<file path="src/rtl/bch_enc_lfsr_stream_pkg.sv">
// Shared types and elaboration-time GF(2^m) helpers for the BCH encoder.
// gen_poly() builds g(x) as the LCM of the minimal polynomials of alpha^1..alpha^2t.
package bch_enc_lfsr_stream_pkg;

   localparam int unsigned GEN_MAX = 32;

   typedef logic [GEN_MAX:0] gen_t;
   typedef logic data_t;

   typedef enum logic [1:0] {
      cRESET,
      cDATA,
      cPARITY
   } state_t;

   function automatic int unsigned gf_mult_a_by_b(input int unsigned a, input int unsigned b,
                                                  input int unsigned m, input int unsigned irrpol);
      int unsigned p;
      int unsigned x;
      p = 0;
      x = a;
      for (int unsigned i = 0; i < m; i++) begin
         if (((b >> i) & 1) != 0) p = p ^ x;
         x = x << 1;
         if (((x >> m) & 1) != 0) x = x ^ irrpol;
      end
      return p;
   endfunction

   // Product of (x + alpha^j) over the union of the cyclotomic classes of 1..2t; the
   // coefficients land in GF(2), so only bit 0 of each survives.
   function automatic gen_t gen_poly(input int unsigned m, input int unsigned n,
                                     input int unsigned d, input int unsigned irrpol);
      int unsigned coef [GEN_MAX+1];
      logic [63:0] mark;
      int unsigned e;
      int unsigned a;
      int unsigned t2;
      gen_t        g;
      for (int k = 0; k <= GEN_MAX; k++) coef[k] = 0;
      coef[0] = 1;
      mark    = '0;
      t2      = 2 * ((d - 1) / 2);
      for (int unsigned i = 1; i <= t2; i++) begin
         e = i % n;
         for (int unsigned j = 0; j < m; j++) begin
            mark = mark | (64'd1 << e);
            e    = (e * 2) % n;
         end
      end
      a = 1;
      for (int unsigned j = 0; j < n; j++) begin
         if (((mark >> j) & 64'd1) != 64'd0) begin
            for (int k = GEN_MAX; k > 0; k--) begin
               coef[k] = coef[k-1] ^ gf_mult_a_by_b(coef[k], a, m, irrpol);
            end
            coef[0] = gf_mult_a_by_b(coef[0], a, m, irrpol);
         end
         a = gf_mult_a_by_b(a, 2, m, irrpol);
      end
      g = '0;
      for (int k = 0; k <= GEN_MAX; k++) g[k] = ((coef[k] & 1) != 0);
      return g;
   endfunction

   function automatic int unsigned poly_deg(input gen_t g);
      int unsigned deg;
      deg = 0;
      for (int i = 0; i <= GEN_MAX; i++) if (g[i]) deg = i;
      return deg;
   endfunction

endpackage

</file>
<file path="src/rtl/bch_enc_lfsr_stream_lfsr.sv">
// P-bit generator-polynomial remainder register: absorbs data bits MSB first,
// then shifts the remainder out MSB first with zero fill.
module bch_enc_lfsr_stream_lfsr #(
   parameter int unsigned     P = 8,
   parameter logic [P-1:0]    G = 8'hD1
) (
   input  logic iclk,
   input  logic ireset,
   input  logic clear,
   input  logic shift_in,
   input  logic shift_out,
   input  logic din,
   output logic msb
);

   logic [P-1:0] r_q;
   logic [P-1:0] base;
   logic         fb;

   // A start-of-frame bit is folded into a zeroed register rather than the stale remainder.
   always_comb begin
      base = clear ? '0 : r_q;
      fb   = din ^ base[P-1];
   end

   always_ff @(posedge iclk) begin
      if (ireset) begin
         r_q <= '0;
      end else if (shift_in) begin
         r_q <= {base[P-2:0], 1'b0} ^ (fb ? G : '0);
      end else if (shift_out) begin
         r_q <= {r_q[P-2:0], 1'b0};
      end
   end

   assign msb = r_q[P-1];

endmodule

</file>
<file path="src/rtl/bch_enc_lfsr_stream.sv">
// Systematic serial BCH encoder: data bits pass through with one cycle of latency,
// then the P parity bits follow back to back.
module bch_enc_lfsr_stream
   import bch_enc_lfsr_stream_pkg::*;
#(
   parameter int unsigned m      = 4,
   parameter int unsigned k_max  = 7,
   parameter int unsigned d      = 5,
   parameter int unsigned n      = 15,
   parameter int unsigned irrpol = 19
) (
   input  logic iclk,
   input  logic ireset,
   input  logic iclkena,
   input  logic isop,
   input  logic ival,
   input  logic ieop,
   input  logic idat,
   output logic ordy,
   output logic osop,
   output logic oval,
   output logic oeop,
   output logic odat
);

   localparam gen_t        cGEN     = gen_poly(m, n, d, irrpol);
   localparam int unsigned cGEN_DEG = poly_deg(cGEN);
   localparam int unsigned cCNT_W   = (k_max > 2) ? $clog2(k_max) : 1;
   localparam int unsigned cPCNT_W  = (cGEN_DEG > 2) ? $clog2(cGEN_DEG) : 1;

   state_t              state_q;
   logic [cCNT_W-1:0]   cnt_q;
   logic [cCNT_W-1:0]   cnt_base;
   logic [cPCNT_W-1:0]  pcnt_q;
   logic                osop_q, oval_q, oeop_q, odat_q;
   logic                accept;
   logic                last_bit;
   logic                lfsr_msb;

   assign ordy     = (state_q == cDATA);
   assign accept   = ival & ordy & iclkena;
   // isop restarts the count so a frame can never inherit a stale position.
   assign cnt_base = isop ? '0 : cnt_q;
   assign last_bit = ieop | (cnt_base == cCNT_W'(k_max - 1));

   always_ff @(posedge iclk) begin
      if (ireset) begin
         state_q <= cRESET;
         cnt_q   <= '0;
         pcnt_q  <= '0;
         osop_q  <= 1'b0;
         oval_q  <= 1'b0;
         oeop_q  <= 1'b0;
         odat_q  <= 1'b0;
      end else if (iclkena) begin
         osop_q <= 1'b0;
         oval_q <= 1'b0;
         oeop_q <= 1'b0;
         odat_q <= 1'b0;
         unique case (state_q)
            cRESET: state_q <= cDATA;
            cDATA: begin
               if (ival) begin
                  oval_q <= 1'b1;
                  odat_q <= idat;
                  osop_q <= isop;
                  if (last_bit) begin
                     state_q <= cPARITY;
                     cnt_q   <= '0;
                     pcnt_q  <= cPCNT_W'(cGEN_DEG - 1);
                  end else begin
                     cnt_q <= cnt_base + 1'b1;
                  end
               end
            end
            cPARITY: begin
               oval_q <= 1'b1;
               odat_q <= lfsr_msb;
               if (pcnt_q == '0) begin
                  oeop_q  <= 1'b1;
                  state_q <= cDATA;
               end else begin
                  pcnt_q <= pcnt_q - 1'b1;
               end
            end
            default: state_q <= cRESET;
         endcase
      end
   end

   bch_enc_lfsr_stream_lfsr #(
      .P (cGEN_DEG),
      .G (cGEN[cGEN_DEG-1:0])
   ) u_lfsr (
      .iclk      (iclk),
      .ireset    (ireset),
      .clear     (accept & isop),
      .shift_in  (accept),
      .shift_out (iclkena & (state_q == cPARITY)),
      .din       (idat),
      .msb       (lfsr_msb)
   );

   assign osop = osop_q;
   assign oval = oval_q;
   assign oeop = oeop_q;
   assign odat = odat_q;

endmodule

</file>
<file path="config.mk">
export PLATFORM = sky130hd
export DESIGN_NAME = bch_enc_lfsr_stream
export DESIGN_NICKNAME = d
export VERILOG_FILES = /design/src/rtl/bch_enc_lfsr_stream_pkg.sv /design/src/rtl/bch_enc_lfsr_stream_lfsr.sv /design/src/rtl/bch_enc_lfsr_stream.sv
export SDC_FILE = /design/constraint.sdc
export NUM_CORES = 1
export LEC_CHECK = 0
export BUFFER_PORTS_ARGS = -buffer_cell sky130_fd_sc_hd__buf_2
export CAP_MARGIN = 20
export CORE_AREA = 3 3 47 49
export CTS_CLUSTER_SIZE = 16
export DETAILED_ROUTE_END_ITERATION = 6
export DIE_AREA = 0 0 50 52
export GPL_TIMING_DRIVEN = 0
export PLACE_DENSITY_LB_ADDON = 0.3
export RECOVER_POWER = 25
export SYNTH_ARGS = -nofsm -noshare
export SYNTH_HDL_FRONTEND = slang
export SYNTH_SLANG_ARGS = --single-unit
</file>
<file path="constraint.sdc">
create_clock -name iclk -period 4.55 [get_ports iclk]
set_input_delay 0.91 -clock iclk [delete_from_list [all_inputs] [get_ports iclk]]
set_output_delay 0.91 -clock iclk [all_outputs]
set_load 0.03 [all_outputs]
</file>
# ---- Word-level counts from Yosys, hierarchy flattened
# Index checks and enable logic that the tools add are counted.
dict set report word_totals {
  register_bits 20
  inputBits 7
  output_inout_bits 5
  word_cells 53
}
dict set report op_classes {
  add_sub_neg 2
  n_eq_ne 7
  muxes 22
  bitwise 7
  reduce_logical 7
}
# op n
set op_table {}
lappend op_table {{$mux W8} 4}
lappend op_table {{$mux W3} 5}
lappend op_table {{$xor A8 B8 Y8} 1}
lappend op_table {{$mux W1} 6}
lappend op_table {{$mux W2} 3}
lappend op_table {{$ne A2 B2 Y1 const B} 3}
lappend op_table {{$pmux W2 S3} 1}
lappend op_table {{$pmux W3 S2} 1}
lappend op_table {{$reduce_and A5 Y1} 1}
lappend op_table {{$and A1 B1 Y1} 4}
lappend op_table {{$pmux W1 S2} 2}
lappend op_table {{$reduce_and A4 Y1} 1}
lappend op_table {{$reduce_bool A2 Y1} 2}
lappend op_table {{$add A3 B1 Y3 const B} 1}
lappend op_table {{$eq A3 B3 Y1 const B} 1}
lappend op_table {{$logic_not A3 Y1} 1}
lappend op_table {{$reduce_and A3 Y1} 1}
lappend op_table {{$sub A3 B1 Y3 const B} 1}
lappend op_table {{$eq A2 B1 Y1 const B} 1}
lappend op_table {{$eq A2 B2 Y1 const B} 1}
lappend op_table {{$logic_not A2 Y1} 1}
lappend op_table {{$ne A2 B1 Y1 const B} 1}
lappend op_table {{$or A1 B1 Y1} 1}
lappend op_table {{$xor A1 B1 Y1} 1}

# ---- Longest topological paths before layout
# Gate-level depths: netlist of run 1.
dict set report depth {
  ltp_word 9
  ltp_mapped 8
  mapped_depth_nobuf 8
}

# ---- Modules after synthesis
# Synthesis of run 1 repeated with hierarchy kept, for this count alone.
dict set report hier_totals {
  cells_unflattened 123
  hier_area_um2 1087.3
}
# mod n_inst cells_each area_each_um2 seq_area_each_um2
set modules_own_cells {}
lappend modules_own_cells {bch_enc_lfsr_stream 1 81 718.2 240.2}
lappend modules_own_cells {bch_enc_lfsr_stream_lfsr 1 42 369.1 160.2}

# ---- Least setup slack after synthesis of run 1
# OpenSTA, ideal clock, no wires.
dict set report synth_path {
  path_kind {in2reg}
  from {input isop}
  to {register state_q[0]}
  setup_ps 128
  arrival_time_ps 1903
  required_time_ps 4422
  setup_slack_ps 2520
  stages 6
  n_path_buf 0
  cell_sequence {nor2b_1 > ha_1 > nand4b_1 > a221oi_2 > mux2i_1 > nor2_1}
}
dict set report synth_via {
  elab_chain_cells 5
}
# element line
set synth_rtl {}
lappend synth_rtl {{start, declared} bch_enc_lfsr_stream.sv:15} ;# input logic isop,
lappend synth_rtl {{$mux W3} bch_enc_lfsr_stream.sv:43} ;# assign cnt_base = isop ? '0 : cnt_q;
lappend synth_rtl {{$eq A3 B3 Y1} bch_enc_lfsr_stream.sv:44} ;# assign last_bit = ieop | (cnt_base == cCNT_W'(k_max - 1));
lappend synth_rtl {{$or A1 B1 Y1} bch_enc_lfsr_stream.sv:44}
lappend synth_rtl {{$ne A2 B1 Y1 (no source line)} n/a}
lappend synth_rtl {{$reduce_and A4 Y1 (no source line)} n/a}
lappend synth_rtl {{end signal, assigned} bch_enc_lfsr_stream.sv:48} ;# state_q <= cRESET;
lappend synth_rtl {{end signal, assigned} bch_enc_lfsr_stream.sv:61} ;# cRESET: state_q <= cDATA;
lappend synth_rtl {{end signal, assigned} bch_enc_lfsr_stream.sv:68} ;# state_q <= cPARITY;
lappend synth_rtl {{end, declared} bch_enc_lfsr_stream.sv:31} ;# state_t state_q;
# Every way passes these cells.
# A chain may end at the register's enable or synchronous reset.

# ---- Worst setup path in the final report of run 1
dict set report layout_path {
  from {register state_q[1]}
  to {output ordy}
}
dict set report layout_via {
  elab_chain_cells 1
}
# element line
set layout_rtl {}
lappend layout_rtl {{$eq A2 B1 Y1} bch_enc_lfsr_stream.sv:40} ;# assign ordy = (state_q == cDATA);
lappend layout_rtl {{end, declared} bch_enc_lfsr_stream.sv:19} ;# output logic ordy,
# Every way passes these cells.

==> results of run 1 <==
[cell families after synthesis]
logic type / share of synthesized area
adders and majority gates: 0.103
and+or+nand+nor: 0.213
buffers and inverters: 0.0663
xor gates and xnor gates: 0.0160
muxes: 0.0274
DFF: 0.366
AOI/OAI and AO/OA: 0.209
[layout make-up]
type | count | area [µm²]
clock inverter | 1 | 30.0
clock buffer | 3 | 22.5
tap | 27 | 33.8
multi-input combinational | 91 | 622
fill | 174 | 674
buffer | 6 | 37.5
sequential | 20 | 400
inverter | 7 | 26.3
timing repair buffer | 11 | 55.1
[metrics by stage]
| stage | instances | setup slack [ps] | instance area [µm²] | power (mW) |
|---|---|---|---|---|
| 2_1_floorplan | 124 | 2520 | 1090 | 0.250 |
| 3_3_place_gp | 162 | 2190 | 1180 | 0.267 |
| 3_5_place_dp | 162 | 2110 | 1180 | 0.271 |
| 4_1_cts | 166 | 2320 | 1240 | 0.416 |
| 5_1_grt | 166 | 2260 | 1230 | 0.431 |
| 6_report | 166 | 2330 | 1230 | 0.410 |
[placed cells by master, fill, tap and decap left out]
| cell | count |
|---|---|
| clkbuf_1 | 4 |
| dfxtp_1 | 20 |
| a21boi_1 | 1 |
| nor2b_1 | 2 |
| a32o_1 | 1 |
| a21o_1 | 1 |
| a31oi_1 | 2 |
| clkbuf_4 | 3 |
| ha_1 | 9 |
| nand3_1 | 7 |
| and2_1 | 1 |
| nand2b_1 | 3 |
| xnor2_1 | 2 |
| nand4b_1 | 1 |
| a22o_1 | 1 |
| buf_6 | 2 |
| buf_2 | 11 |
| and4_1 | 1 |
| and3_1 | 4 |
| and3b_1 | 1 |
| mux2i_1 | 3 |
| nor2_1 | 12 |
| and2_0 | 1 |
| and3_2 | 1 |
| a311oi_1 | 1 |
| nand2_4 | 1 |
| nor3_1 | 1 |
| inv_1 | 7 |
| a22oi_1 | 4 |
| bufinv_16 | 1 |
| a221oi_2 | 1 |
| a211oi_1 | 4 |
| a221oi_1 | 3 |
| o21bai_1 | 3 |
| nand2_1 | 9 |
| a21oi_1 | 10 |
[layer usage]
layer	vias up	wire, µm
met5	-	0
met4	0	10
met3	2	54
met2	12	1070
met1	457	956
li1	472	-
[power by group through the flow]
stage / Combinational [mW] / Clock [mW] / Sequential, mW
6_report: 0.0752 / 0.144 / 0.191
5_1_grt: 0.0859 / 0.153 / 0.192
4_1_cts: 0.0773 / 0.148 / 0.191
3_5_place_dp: 0.0766 / 0 / 0.195
3_3_place_gp: 0.0733 / 0 / 0.194
2_1_floorplan: 0.0560 / 0 / 0.194
[flip-flops by register name (all words and copies together), names as in the netlist]
| signal | count |
|---|---|
| u_lfsr.r_q | 8 |
| osop | 1 |
| state_q | 2 |
| oval | 1 |
| odat | 1 |
| oeop | 1 |
| cnt_q | 3 |
| pcnt_q | 3 |
[worst paths after layout]
path | startpoint | to | slack [ps] | cells after the start
max reg2reg | state_q[0] | u_lfsr.r_q[7] | 2550 | 8
min reg2reg | cnt_q[0] | cnt_q[0] | 460 | 2
max | state_q[1] | ordy | 2330 | 3
min | cnt_q[0] | cnt_q[0] | 460 | 2
[worst reg2reg max path: cells and delay by family, from the launching register on]
| family | cells | cell delay [ps] |
|---|---|---|
| buffers and inverters | 3 | 490 |
| flip-flops | 1 | 430 |
| AO/OA/AOI/OAI | 2 | 410 |
| AND/OR/NAND/NOR | 2 | 400 |
| adder cells (fa/ha/maj) | 1 | 190 |
==> flow_summary_export.csv, run 1 <==
group,metric,value,unit
clock_tree,cts_hold_buf,0,
global_routing,grt_pass1_wl,3.75,mm
global_routing,grt_max_degree,13,
final_layout,fin_nets,156,
critical_path,worstPathCellList,"inv_1 -> ha_1 -> buf_2",
routing,wl_per_cell,12.6,µm
yosys,yosys_warnings,0,
routing,ant_nets,0,
critical_path,worstPathMaxFanout,7,
yosys,yosysTopAreaCell,"dfxtp_1",
yosys,ys_top_cells_by_area,"dfxtp_1 (37%), ha_1 (10%), a21oi_1 (4.6%), nor2_1 (4.1%), nand3_1 (3.2%)",
pwr,leakagePower,0.536,nW
final_layout,drive_gt1_frac,0.144,
pwr,seqPwrFrac,0.465,
clock_tree,clk_latency,300,ps
timing,setup_violations,0,
critical_path,cp-end-kind,"output port",
routing,drtIter0Drc,9,
critical_path,crit_family,"flip-flops",
clock_tree,post_cts_buffers,0,
routing,drc,0,
yosys,yosysMostFrequentCell,"dfxtp_1",
placement,gp_congestion,0.721,
global_routing,grt_pass1_vias,905,
outcome,status,"finished, final reports clean",
pwr,ir_drop,0.290,mV
routing,wl,2.09,mm
timing,worst_slew_pin_slew,426,ps
floorplanning,pin_count,12,
yosys,synth_common_cells,"dfxtp_1 (20), nor2_1 (12), a21oi_1 (10), ha_1 (9), nand2_1 (9)",
timing,setup_tns,0,ps
timing,drv_slew,0,
floorplanning,die_h,52,µm
timing,post-route-min-period,2220,ps
global_routing,use_met3,0.0344,
placement,numPortBuffers,11,
flow_run,cap_violations,0,
floorplanning,rows,16,
timing,slew_headroom,0.716,
yosys,yosysSeqAreaShare,0.366,
clock_tree,htreeDepth,1,
pwr,cell_internal_pwr,302,µW
floorplanning,fp.dieArea,2600,µm²
global_routing,grtUsageTotal,0.185,
pwr,comb_power_share,0.183,
yosys,synthCells,124,
final_layout,antennaDiodeCount,0,
clock_tree,clkTransAtPathRegs,110,ps
yosys,synth_top_area_frac,0.366,
critical_path,required,3640,ps
yosys,synth_nets,140,
floorplanning,start_util,0.576,
timing,rsz0062_at_grt,"false",
clock_tree,tritoncts,"built",
critical_path,crit_path_top_delay_cell,"dfxtp_1",
timing,fin_crit_sh,0.487,
clock_tree,ctsResizeCount,0,
floorplanning,die_w,50,µm
global_routing,antenna_found_initial,0,
global_routing,grt_util_met2,0.328,
yosys,async_flop_share,0,
yosys,postSynthAreaPerCell,8.83,µm²
critical_path,cp-start-kind,"flop",
global_routing,grt_overflow_total,0,
clock_tree,clkSinkCount,20,
worst_hold_path,hold_path.class,"reg2reg",
pwr,p_sw,108,µW
clock_tree,clockBufferDepth,2,
critical_path,max_stage_delay,360,ps
yosys,synth_seq_cells,20,
timing,timing.fmax,451,MHz
clock_tree,cts_root_buf,"clkbuf_4",
critical_path,critPathBufInv,2,
critical_path,crit_arrival,1310,ps
timing,finalHoldViolCount,0,
routing,num_vias,943,
yosys,synth_flop_cell,"dfxtp_1",
yosys,synth_edf_count,0,
clock_tree,cts-buffers-inserted,3,
yosys,synth_cell_type_count,34,
pwr,swShare,0.263,
routing,drtPass1Iterations,4,
placement,hpwl,1.60,mm
final_layout,post-route-util,0.645,
yosys,synth.cell_area,1090,µm²
pwr,p_clk_frac,0.352,
final_layout,area_growth,12.1,%
timing,fin_hold_ws,457,ps
pwr,power_density,334,nW/µm²
floorplanning,coreArea,1900,µm²
timing,fin_skew,2.58,ps
global_routing,top_usage_layer,"met2",
critical_path,path_class,"reg2out",
routing,viasPerCell,5.68,
global_routing,use_met1,0.220,
Note: power is estimated with default switching activity, not from simulation.
==> inputs of run 2 (changes only) <==
--- a/config.mk
+++ b/config.mk
@@ -7,10 +7,10 @@
 export LEC_CHECK = 0
 export BUFFER_PORTS_ARGS = -buffer_cell sky130_fd_sc_hd__buf_2
 export CAP_MARGIN = 20
-export CORE_AREA = 3 3 47 49
+export CORE_AREA = 3 3 49 51
 export CTS_CLUSTER_SIZE = 16
 export DETAILED_ROUTE_END_ITERATION = 6
-export DIE_AREA = 0 0 50 52
+export DIE_AREA = 0 0 52 54
 export GPL_TIMING_DRIVEN = 0
 export PLACE_DENSITY_LB_ADDON = 0.3
 export RECOVER_POWER = 25
==> constraint.sdc (replaced) <==
create_clock -name iclk -period 2.2 [get_ports iclk]
set_input_delay 0.44 -clock iclk [delete_from_list [all_inputs] [get_ports iclk]]
set_output_delay 0.44 -clock iclk [all_outputs]
set_load 0.03 [all_outputs]
==> run 2 against run 1 <==
Effect of this change:
- design area increased by 0.20%
- via count decreased by 0.42%
- count of clock-buffer cells in the layout unchanged
- setup slack got worse by 2000 ps
- sequential share of layout area decreased by 0.066 points
- critical path depth increased by 5
- total power increased by 110%
- flip-flop and latch count unchanged
- clock skew increased by 7.9 ps
- combinational power increased by 110%
==> flow_summary_export.csv, run 2 (synthesis results as in run 1) <==
group,metric,value,unit
placement,post-place-ws,281,ps
critical_path,cp-end-kind,"flop",
critical_path,cp-start-kind,"flop",
pwr,comb_power_share,0.184,
final_layout,reg_top3,"u_lfsr.r_q: 8 flops, cnt_q: 3 flops, pcnt_q: 3 flops",
placement,post_dp_cell_area,1180,µm²
pwr,seqPwrFrac,0.466,
critical_path,timing.rr.start,"state_q[0]",
critical_path,regToRegEndpoint,"u_lfsr.r_q[7]",
final_layout,final_common_cell,"dfxtp_1",
worst_hold_path,hold_path.class,"in2reg",
floorplanning,start_util,0.552,
clock_tree,post_cts_buffers,0,
global_routing,grt_pass1_wl,3.79,mm
placement,hpwl,1.62,mm
routing,viasPerCell,5.66,
final_layout,drive_gt1_frac,0.122,
timing,worst_slew_pin_slew,493,ps
final_layout,regMostFlops,"u_lfsr.r_q",
timing,slew_headroom,0.671,
flow_run,cap_violations,0,
clock_tree,clkTransAtPathRegs,120,ps
global_routing,grt_pass1_vias,911,
timing,setup_violations,0,
pwr,ir_drop,0.486,mV
clock_tree,clkSinkCount,20,
placement,gp_congestion,0.751,
floorplanning,fp.dieArea,2810,µm²
final_layout,area_growth,12.3,%
pwr,cell_internal_pwr,627,µW
final_layout,fin_nets,156,
floorplanning,die_h,54,µm
routing,drtIter0Drc,24,
pwr,swShare,0.260,
critical_path,ff2ff_path_depth,8,
critical_path,path_class,"reg2reg",
routing,drc,0,
clock_tree,cts_hold_buf,0,
final_layout,multi_input_comb_area,622,µm²
timing,drv_slew,0,
clock_tree,tritoncts,"built",
critical_path,cp-startpoint,"state_q[0]",
pwr,p_clk_frac,0.350,
clock_tree,clk_latency,300,ps
pwr,power_density,689,nW/µm²
routing,ant_nets,0,
final_layout,largest_reg_flops,8,
critical_path,required,2410,ps
pwr,leakagePower,0.525,nW
critical_path,r2r_setup_slack,280,ps
floorplanning,rows,16,
timing,rsz0062_at_grt,"false",
timing,post-route-min-period,1920,ps
final_layout,fillers,174,
floorplanning,die_w,52,µm
timing,timing.fmax,522,MHz
global_routing,antenna_found_initial,0,
critical_path,crit_arrival,2130,ps
placement,numPortBuffers,11,
clock_tree,htreeDepth,1,
timing,fin_crit_sh,0.871,
clock_tree,cts_root_buf,"clkbuf_4",
clock_tree,cts-buffers-inserted,3,
routing,drtPass1Iterations,4,
clock_tree,ctsResizeCount,0,
clock_tree,clockBufferDepth,2,
critical_path,worstPathMaxFanout,10,
global_routing,grtUsageTotal,0.177,
final_layout,antennaDiodeCount,0,
timing,layout_setup_ws,283,ps
floorplanning,pin_count,12,
routing,num_vias,939,
pwr,p_sw,221,µW
outcome,status,"finished, final reports clean",
pwr,total_power,847,µW
final_layout,layout_common_cells,"dfxtp_1 (20), nor2_1 (12), a21oi_1 (10)",
floorplanning,coreArea,1980,µm²
global_routing,grt_overflow_total,0,
timing,finalHoldViolCount,0,
critical_path,crit_end,"u_lfsr.r_q[7]",
routing,wl,2.16,mm
final_layout,design_area,1230,µm²
final_layout,seqCellArea,400,µm²
routing,wl_per_cell,13.0,µm
timing,fin_skew,10.5,ps
global_routing,grt_max_degree,13,
timing,setup_tns,0,ps
[run 2: area by class of cell]
| type | instances | share of cell area |
|---|---|---|
| multi-input cells | 91 | 0.506 |
| well taps | 27 | 0.0275 |
| plain buffers | 6 | 0.0366 |
| flip-flops and latches | 20 | 0.326 |
| inverters | 7 | 0.0214 |
| clock buffers | 3 | 0.0183 |
| clock inverters | 1 | 0.0244 |
| repair buffers | 11 | 0.0407 |
[run 2: power by group through the flow]
stage                     Sequential, mW  Clock [mW]  Combinational (mW)
after floorplan                    0.402           0               0.116
after global placement             0.401           0               0.151
after detailed placement           0.402           0               0.157
after CTS                          0.394       0.305               0.157
after global routing               0.396       0.313               0.177
final                              0.395       0.297               0.156
[run 2: how the worst min path moves through the flow]
stage	from	endpoint	slack (ps)	depth (start not counted)
final	ireset	u_lfsr.r_q[4]	400	3
after global routing	ireset	u_lfsr.r_q[4]	430	3
after CTS	ireset	u_lfsr.r_q[4]	390	3
after detailed placement	u_lfsr.r_q[1]	u_lfsr.r_q[1]	450	2
after global placement	u_lfsr.r_q[2]	u_lfsr.r_q[2]	440	2
after floorplan	u_lfsr.r_q[1]	u_lfsr.r_q[1]	430	2
[run 2: per-stage QoR]
step / std cells / util / hold WS (ps)
3_3_place_gp: 162 / 0.597 / 441
5_1_grt: 166 / 0.621 / 431
4_1_cts: 166 / 0.624 / 393
3_5_place_dp: 162 / 0.597 / 451
2_1_floorplan: 124 / - / 432
6_report: 166 / 0.621 / 399
[run 2: worst max-delay path, stage by stage (launching register included)]
cell and delay, ps:
dfxtp_1 420, inv_1 90, ha_1 190, clkbuf_1 200, a21o_1 210, and2_1 180, buf_6 140, and3_1 170
a211oi_1 220
[run 2: layer usage]
layer | vias up | part of all wire | global-route usage
met4 | 0 | 0.0083 | 0.0830
li1 | 473 | - | -
met1 | 445 | 0.47 | 0.223
met3 | 2 | 0.041 | 0.0249
met2 | 19 | 0.48 | 0.299
met5 | - | 0 | 0
==> inputs of run 3 (changes only) <==
--- a/config.mk
+++ b/config.mk
@@ -5,6 +5,7 @@
 export SDC_FILE = /design/constraint.sdc
 export NUM_CORES = 1
 export LEC_CHECK = 0
+export ABC_AREA = 1
 export BUFFER_PORTS_ARGS = -buffer_cell sky130_fd_sc_hd__buf_2
 export CAP_MARGIN = 20
 export CORE_AREA = 3 3 49 51
==> run 3 against run 2 <==
Effect of this change:
- register-to-register slack improved by 200 ps
- synthesized area up 1.8%
- wire length decreased by 3.1%
- clock power is 3% higher
- setup slack better by 130 ps
- design area rose by 1.6%
- via count increased by 3.5%
- flip-flop and latch count unchanged
- sequential share of layout area is 0.52 points lower
- sequential power hardly changed
- synthesized cell count up 25%
- utilization increased by 1.0 points
- critical path type is now reg2out
- largest cell class unchanged
- largest power group unchanged
==> flow_summary_export.csv, run 3 <==
group,metric,value,unit
yosys,synth_flop_cell,"dfxtp_1",
yosys,synth.cell_area,1110,µm²
timing,fin_hold_ws,305,ps
pwr,p_sw,231,µW
pwr,swShare,0.272,
global_routing,antenna_found_initial,0,
yosys,ys_top_cells_by_area,"dfxtp_1 (36%), nand2_1 (13%), ha_1 (10%), a21oi_1 (8.5%), inv_1 (6.7%)",
final_layout,final_cells,197,
clock_tree,tritoncts,"built",
final_layout,area_growth,12.1,%
critical_path,worstPathMaxFanout,6,
global_routing,grt_overflow_total,0,
floorplanning,die_h,54,µm
placement,dp.cells,193,
clock_tree,clkTransAtPathRegs,130,ps
yosys,synthCells,155,
final_layout,largest_reg_flops,8,
final_layout,drive_gt1_frac,0.118,
yosys,yosysSeqAreaShare,0.359,
clock_tree,cts_hold_buf,0,
critical_path,crit_arrival,1340,ps
clock_tree,post_cts_buffers,0,
timing,timing.fmax,561,MHz
final_layout,reg_top3,"u_lfsr.r_q: 8 flops, cnt_q: 3 flops, pcnt_q: 3 flops",
pwr,leakagePower,0.533,nW
pwr,ir_drop,0.360,mV
global_routing,grt_pass1_wl,3.62,mm
final_layout,fin_nets,187,
placement,numPortBuffers,11,
timing,setup_violations,0,
timing,layout_setup_ws,418,ps
routing,wl,2.09,mm
placement,post_dp_cell_area,1200,µm²
pwr,cell_internal_pwr,616,µW
final_layout,final_common_cell,"nand2_1",
yosys,async_flop_share,0,
pwr,p_clk_frac,0.363,
critical_path,cp-end-kind,"output port",
floorplanning,die_w,52,µm
yosys,synth_nets,171,
critical_path,path_class,"reg2out",
flow_run,cap_violations,0,
worst_hold_path,holdPathStages,2,
routing,drtIter0Drc,28,
yosys,yosysMostFrequentCell,"nand2_1",
floorplanning,coreArea,1980,µm²
placement,hpwl,1.63,mm
outcome,status,"finished, final reports clean",
routing,drtPass1Iterations,4,
final_layout,antennaDiodeCount,0,
floorplanning,pin_count,12,
timing,slew_headroom,0.696,
routing,drc,0,
timing,worst_slew_pin_slew,455,ps
floorplanning,rows,16,
clock_tree,clkSinkCount,20,
timing,finalHoldViolCount,0,
routing,viasPerCell,4.93,
floorplanning,start_util,0.562,
global_routing,grt_pass1_vias,880,
placement,gp_congestion,0.742,
pwr,comb_power_share,0.171,
clock_tree,htreeDepth,1,
timing,fin_crit_sh,0.810,
yosys,yosys_warnings,0,
timing,drv_slew,0,
global_routing,grtUsageTotal,0.171,
routing,ant_nets,0,
worst_hold_path,hold_path.class,"in2reg",
clock_tree,clk_latency,310,ps
yosys,yosysTopAreaCell,"dfxtp_1",
timing,post-route-min-period,1780,ps
yosys,synth_common_cells,"nand2_1 (38), dfxtp_1 (20), inv_1 (20), a21oi_1 (19), nand3_1 (15)",
critical_path,timing.rr.start,"state_q[0]",
yosys,postSynthAreaPerCell,7.19,µm²
clock_tree,ctsResizeCount,0,
pwr,seqPwrFrac,0.467,
yosys,synth_top_area_frac,0.359,
timing,setup_tns,0,ps
worst_hold_path,min_from,"ireset",
clock_tree,cts-buffers-inserted,3,
timing,rsz0062_at_grt,"false",
yosys,synth_cell_type_count,21,
clock_tree,clockBufferDepth,2,
placement,post-place-ws,535,ps
pwr,power_density,677,nW/µm²
global_routing,grt_max_degree,13,
routing,num_vias,972,
critical_path,cp-start-kind,"flop",
clock_tree,cts_root_buf,"clkbuf_4",
critical_path,ff2ff_path_depth,9,
floorplanning,fp.dieArea,2810,µm²
yosys,synth_seq_cells,20,
critical_path,cp-startpoint,"state_q[1]",
final_layout,fillers,186,
timing,fin_skew,13.2,ps
final_layout,layout_common_cells,"nand2_1 (38), inv_1 (20), dfxtp_1 (20)",
yosys,synth_edf_count,0,
final_layout,design_area,1250,µm²
final_layout,regMostFlops,"u_lfsr.r_q",
critical_path,required,1760,ps
routing,wl_per_cell,10.6,µm
-- run 3: area by class of cell --
class	instances	area, µm²	share of cell area
plain buffers	2	7.51	0.00601
multi-input cells	110	619	0.495
inverters	23	86.3	0.0691
repair buffers	11	50.0	0.0400
well taps	27	33.8	0.0270
clock buffers	3	22.5	0.0180
clock inverters	1	30.0	0.0240
flip-flops and latches	20	400	0.320
-- run 3: cell families after synthesis --
kind of cell,synth area share
flip-flops,0.359
adder cells (fa/ha/maj),0.101
XOR/XNOR,0.00786
AO/OA/AOI/OAI,0.168
buffers and inverters,0.0853
AND/OR/NAND/NOR,0.278
-- run 3: path summary, 6_finish.rpt --
check / end / slack [ps]
max reg2reg: pcnt_q[1] / 480
min reg2reg: u_lfsr.r_q[5] / 470
min: state_q[1] / 310
max: ordy / 420
-- run 3: metal layers --
layer | vias to the layer above | wire length (µm) | global-route usage
met5 | - | 0 | 0
li1 | 528 | - | -
met3 | 4 | 56 | 0.0249
met1 | 429 | 1020 | 0.213
met4 | 0 | 23 | 0.0655
met2 | 11 | 986 | 0.295
-- run 3: worst max-delay path: stages, from the launching register on --
cell and delay [ps]:
dfxtp_1 380, inv_1 130, ha_1 280, buf_2 240
-- run 3: power by group through the flow --
| stage | Sequential, mW | Combinational (mW) | Clock [mW] |
|---|---|---|---|
| final | 0.395 | 0.144 | 0.307 |
| after global routing | 0.398 | 0.167 | 0.316 |
| after CTS | 0.395 | 0.146 | 0.311 |
| after detailed placement | 0.403 | 0.146 | 0 |
| after global placement | 0.402 | 0.141 | 0 |
| after floorplan | 0.405 | 0.107 | 0 |
-- run 3: per-stage QoR --
stage | util | power, mW
floorplan | - | 0.512
global placement | 0.607 | 0.543
global route | 0.631 | 0.882
finish | 0.631 | 0.847
CTS | 0.634 | 0.852
detailed placement | 0.607 | 0.549
